$ cat src/rtl/mux_scan_ctrl.sv
// mux_scan_ctrl: walks the eight channels of the downstream two-level 8:1
// select mux. For each channel it holds the select lines for SETTLE cycles,
// then samples mux_out. After the last channel it presents the eight samples
// as one byte on data and pulses done for one cycle.
// Optional build macro MUX_SCAN_MASK_EN adds ch_mask[7:0]. Masked channels
// are skipped at no cycle cost and read back as 0.
module mux_scan_ctrl #(
  parameter int unsigned SETTLE = 2
) (
  input  logic       clk,
  input  logic       rst_n,
  input  logic       start,
  input  logic       abort,
  input  logic       mux_out,
`ifdef MUX_SCAN_MASK_EN
  input  logic [7:0] ch_mask,
`endif
  output logic       s0,
  output logic       s1,
  output logic       s2,
  output logic       s3,
  output logic       x,
  output logic       busy,
  output logic       done,
  output logic [7:0] data
);

  typedef enum logic [1:0] {
    S_IDLE,
    S_SETTLE,
    S_SAMPLE,
    S_DONE
  } state_t;

  state_t     state_q, state_d;
  logic [2:0] ch_q, ch_d;
  logic [3:0] cnt_q, cnt_d;
  logic [7:0] shift_q, shift_d;
  logic [7:0] data_q, data_d;
  logic [7:0] mask_q, mask_d;
  logic       done_q, done_d;
  logic       busy_q, busy_d;
  logic [7:0] mask_in;
  logic [3:0] first_ch;
  logic [3:0] next_ch;

`ifdef MUX_SCAN_MASK_EN
  assign mask_in = ch_mask;
`else
  assign mask_in = '0;
`endif

  // Returns {found, ch}. ch is the lowest unmasked channel at or above lo.
  function automatic logic [3:0] find_ch(input logic [7:0] m, input logic [3:0] lo);
    logic       found;
    logic [2:0] ch;
    found = 1'b0;
    ch    = '0;
    for (int unsigned i = 0; i < 8; i++) begin
      if (!found && (4'(i) >= lo) && !m[3'(i)]) begin
        found = 1'b1;
        ch    = 3'(i);
      end
    end
    return {found, ch};
  endfunction

  assign first_ch = find_ch(mask_in, 4'd0);
  assign next_ch  = find_ch(mask_q, {1'b0, ch_q} + 4'd1);

  // State and datapath registers. Every output is taken from one of these.
  always_ff @(posedge clk or negedge rst_n) begin
    if (!rst_n) begin
      state_q <= S_IDLE;
      ch_q    <= '0;
      cnt_q   <= '0;
      shift_q <= '0;
      data_q  <= '0;
      mask_q  <= '0;
      done_q  <= 1'b0;
      busy_q  <= 1'b0;
    end else begin
      state_q <= state_d;
      ch_q    <= ch_d;
      cnt_q   <= cnt_d;
      shift_q <= shift_d;
      data_q  <= data_d;
      mask_q  <= mask_d;
      done_q  <= done_d;
      busy_q  <= busy_d;
    end
  end

  // Next-state logic: settle counting, sample capture, abort, and completion.
  // done and data are registered when the FSM leaves DONE, so they become
  // visible together in the following IDLE cycle, when busy has already dropped.
  always_comb begin
    state_d = state_q;
    ch_d    = ch_q;
    cnt_d   = cnt_q;
    shift_d = shift_q;
    data_d  = data_q;
    mask_d  = mask_q;
    done_d  = 1'b0;
    case (state_q)
      S_IDLE: begin
        ch_d = '0;
        if (start) begin
          cnt_d   = '0;
          shift_d = '0;
          mask_d  = mask_in;
          if (first_ch[3]) begin
            ch_d    = first_ch[2:0];
            state_d = S_SETTLE;
          end else begin
            state_d = S_DONE;
          end
        end
      end
      S_SETTLE: begin
        if (abort) begin
          state_d = S_IDLE;
          ch_d    = '0;
          cnt_d   = '0;
        end else begin
          cnt_d = cnt_q + 4'd1;
          if (cnt_q == 4'(SETTLE - 1)) begin
            state_d = S_SAMPLE;
          end
        end
      end
      S_SAMPLE: begin
        if (abort) begin
          state_d = S_IDLE;
          ch_d    = '0;
          cnt_d   = '0;
        end else begin
          shift_d[ch_q] = mux_out;
          if (next_ch[3]) begin
            ch_d    = next_ch[2:0];
            cnt_d   = '0;
            state_d = S_SETTLE;
          end else begin
            state_d = S_DONE;
          end
        end
      end
      S_DONE: begin
        data_d  = shift_q;
        done_d  = 1'b1;
        ch_d    = '0;
        state_d = S_IDLE;
      end
      default: begin
        state_d = S_IDLE;
        ch_d    = '0;
      end
    endcase
    busy_d = (state_d != S_IDLE);
  end

  assign x    = ch_q[2];
  assign s0   = ch_q[1];
  assign s2   = ch_q[1];
  assign s1   = ch_q[0];
  assign s3   = ch_q[0];
  assign busy = busy_q;
  assign done = done_q;
  assign data = data_q;

endmodule

$ cat config.mk
export PLATFORM = sky130hd
export DESIGN_NAME = mux_scan_ctrl
export DESIGN_NICKNAME = d
export VERILOG_FILES = /design/src/rtl/mux_scan_ctrl.sv
export SDC_FILE = /design/constraint.sdc
export NUM_CORES = 1
export LEC_CHECK = 0
export CAP_MARGIN = 10
export CORE_MARGIN = 2
export CORE_UTILIZATION = 57
export DETAILED_ROUTE_END_ITERATION = 7
export HOLD_SLACK_MARGIN = 0.1
export PLACE_DENSITY = 0.83
export SETUP_SLACK_MARGIN = 0.4
export SYNTH_ARGS = -nofsm -noshare
export SYNTH_HDL_FRONTEND = slang
export SYNTH_SLANG_ARGS = --single-unit
$ cat constraint.sdc
create_clock -name clk -period 4.3 [get_ports clk]
set_input_delay 0.43 -clock clk [delete_from_list [all_inputs] [get_ports clk]]
set_output_delay 0.43 -clock clk [all_outputs]
set_load 0.01 [all_outputs]
==> results.json <==
{
  "status": "finished clean",
  "yosys_warnings": 0,
  "min_path_type": "input pin to async pin",
  "fin_skew_ns": 0.00697,
  "grt_max_degree": 28,
  "max_slew.worst_pin.slew_ns": 0.521,
  "area_delta_synth_final_pct": 10.9,
  "critPathMaxFanout": 19,
  "hpwlAfterDp_um": 1920,
  "worst_path_max_delay_cell": "dfrtp_1",
  "powerDensity_mw_per_mm2": 424,
  "fin_hold_ws_ns": 0.441,
  "p_leak_nw": 0.654,
  "synthArstFlopShare_pct": 100,
  "ir_drop_v": 0.000241,
  "worstReg2RegStart": "ch_q[1]$_DFFE_PN0P_",
  "drive_gt1_share_pct": 6.41,
  "cts_tree": "done",
  "grt.total_usage_pct": 20.7,
  "cp_data_arrival_time_ns": 1.68,
  "wl_um": 2530,
  "final-hold-violation-count": 0,
  "cts_root_buf": "clkbuf_4",
  "synthCells": 144,
  "path_cells": "clkdlybuf4s50_1",
  "reg2reg_depth": 5,
  "io_pins": 20,
  "slew_violations": 0,
  "crit_buf_inv": 1,
  "die_x_um": 54.2,
  "r2r_end": "ch_q[1]$_DFFE_PN0P_",
  "firstDrtPassIters": 4,
  "insertion_delay_ns": 0.33,
  "slew_headroom_pct": 65.3,
  "viasPerCell": 5.72,
  "fin_crit_sh_pct": 49.0,
  "finalSetupViolations": 0,
  "synthFlopType": "dfrtp_1",
  "grt_pass1_vias": 953,
  "synth_area_leaders": "dfrtp_1 47%, buf_6 5.5%, nand2_1 5.2%",
  "cts_buffers": 3,
  "grt_overflow_total": 0,
  "fp.dieArea_mm2": 0.00294,
  "hold_buffers": 0,
  "start_util_pct": 59.2,
  "syn_area_per_cell_um2": 9.99,
  "setup_tns_ns": 0,
  "port_buffers": 19,
  "crit_family": "flip-flops",
  "cpPeakStageDelay_ns": 0.70,
  "gp_congestion": 0.812,
  "synth_nets": 154,
  "via_count": 1063,
  "diodes": 0,
  "nNetsFinal": 167,
  "core_mm2": 0.00243,
  "cts_resized": 0,
  "drtIter0Drc": 29,
  "clk_pin_slew_ns": 0.14,
  "period_needed_ns": 2.11,
  "clk_path_buf_depth": 2,
  "htreeDepth": 1,
  "grt_first_pass_wirelength_um": 4380,
  "fp-row-count": 18,
  "fmax_mhz": 475,
  "numClockSinks": 27,
  "synth-edff-count": 0,
  "wire_per_inst_um": 13.6,
  "synth_seq_area_share_pct": 47.0,
  "drc": 0,
  "worst_setup_path_end_kind": "primary output",
  "critical_path_required_ns": 3.87,
  "total_power_mw": 0.676,
  "cts_setup_buffers": 0,
  "critical_path.startpoint": "ch_q[0]$_DFFE_PN0P_",
  "setup.worst_path.class": "flip-flop to primary output",
  "cap_violations": 0,
  "rsz0062_at_grt": "no",
  "synth_top_area_share_pct": 47.0,
  "ant_nets": 0,
  "reg2reg_slack_ns": 2.53,
  "yosys.area.top_type": "dfrtp_1",
  "antenna_found_initial": 0,
  "ys_ff_latch": 27,
  "critPathLaunchType": "flip-flop",
  "die_h_um": 54.2,
  "ys_types": 35,
  "synth.cell_area_mm2": 0.00144
}
layout make-up:
| cell class | count | area (µm²) |
|---|---|---|
| clock inverters | 1 | 5.00 |
| multi-input cells | 92 | 608 |
| fillers | 206 | 837 |
| inverters | 13 | 48.8 |
| flip-flops and latches | 27 | 676 |
| well taps | 30 | 37.5 |
| clock buffers | 3 | 22.5 |
| repair buffers | 20 | 198 |
kinds of logic after synthesis:
| kind of cell | after synthesis | synth area share, % |
|---|---|---|
| and+or+nand+nor | 47 | 18.7 |
| DFF | 27 | 47.0 |
| AOI/OAI and AO/OA | 40 | 19.2 |
| buffers and inverters | 25 | 10.8 |
| adders and majority gates | 5 | 4.35 |
synth_stat cells, types with 2 or more instances:
cell type / instances
o32ai_1: 3
nand2_1: 20
nand2b_1: 4
nand3_1: 2
o22ai_1: 6
nand3b_1: 3
or3_1: 2
inv_1: 13
ha_1: 5
dfrtp_1: 27
buf_6: 7
nor2b_1: 4
buf_4: 2
a21oi_1: 4
a21o_1: 2
o21ai_0: 11
nor2_1: 2
a221oi_1: 7
or3b_1: 3
clkbuf_1: 2
worst reg2reg max path, delay by kind of cell (launching register included):
kind | cells | cell delay, ns
DFF | 1 | 0.70
AOI/OAI and AO/OA | 2 | 0.30
adders and majority gates | 1 | 0.30
and+or+nand+nor | 1 | 0.28
buffers and inverters | 1 | 0.13
worst max-delay path by stage:
stage	end	slack, ns	cells after the start
4_1_cts	s1	2.18	1
6_report	s1	2.19	1
3_3_place_gp	shift_q[0]$_DFFE_PN0P_	2.42	4
3_5_place_dp	shift_q[7]$_DFFE_PN0P_	2.36	4
5_1_grt	s0	2.09	1
2_1_floorplan	ch_q[1]$_DFFE_PN0P_	2.65	6
metrics by stage:
stage	cell area [µm²]	cells	util (%)	worst slack, ns
after detailed placement	1570	182	64.5	2.36
after CTS	1600	186	65.6	2.18
after floorplan	1440	144	-	2.65
after global routing	1600	186	65.6	2.09
final	1600	186	65.6	2.19
after global placement	1570	182	64.5	2.42
routing by layer:
| layer | part of all wire, % | wire length, µm | global-route usage, % |
|---|---|---|---|
| met2 | 50 | 1260 | 32.5 |
| met4 | 1.3 | 33 | 7.50 |
| met3 | 4.4 | 112 | 3.83 |
| met5 | 0 | 0 | 0 |
| met1 | 44 | 1130 | 28.8 |
placed cells by master, fill, tap and decap left out, drive strengths merged:
master / Yosys / layout
buf: 10 / 1
clkdlybuf4s50: 0 / 19
or2: 1 / 1
a21oi: 4 / 4
nor2b: 4 / 4
o31ai: 1 / 1
nand2: 20 / 20
a41oi: 1 / 1
dfrtp: 27 / 27
a211o: 1 / 1
nor2: 2 / 2
o311a: 1 / 1
a221oi: 8 / 8
nor3b: 2 / 2
a31oi: 1 / 1
ha: 5 / 5
nand3b: 3 / 3
or3b: 3 / 3
or3: 2 / 2
nand3: 2 / 2
and2: 2 / 2
nand2b: 5 / 5
inv: 13 / 13
clkbuf: 2 / 3
o21ai: 12 / 12
o22ai: 6 / 6
o32ai: 3 / 3
and4bb: 1 / 1
clkinv: 0 / 1
a21o: 2 / 2
power breakdown:
part | leakage, nW | switching [mW] | total, mW | internal [mW]
Sequential | 0.369 | 0.0562 | 0.353 | 0.297
Clock | 0.0177 | 0.0731 | 0.108 | 0.0350
Combinational | 0.267 | 0.100 | 0.214 | 0.114
flip-flops by register name (all words and copies together) (netlist names):
signal	count
cnt_q	4
ch_q	3
state_q	2
done	1
busy	1
shift_q	8
data	8
No activity file was read; power rests on OpenSTA's default activity.
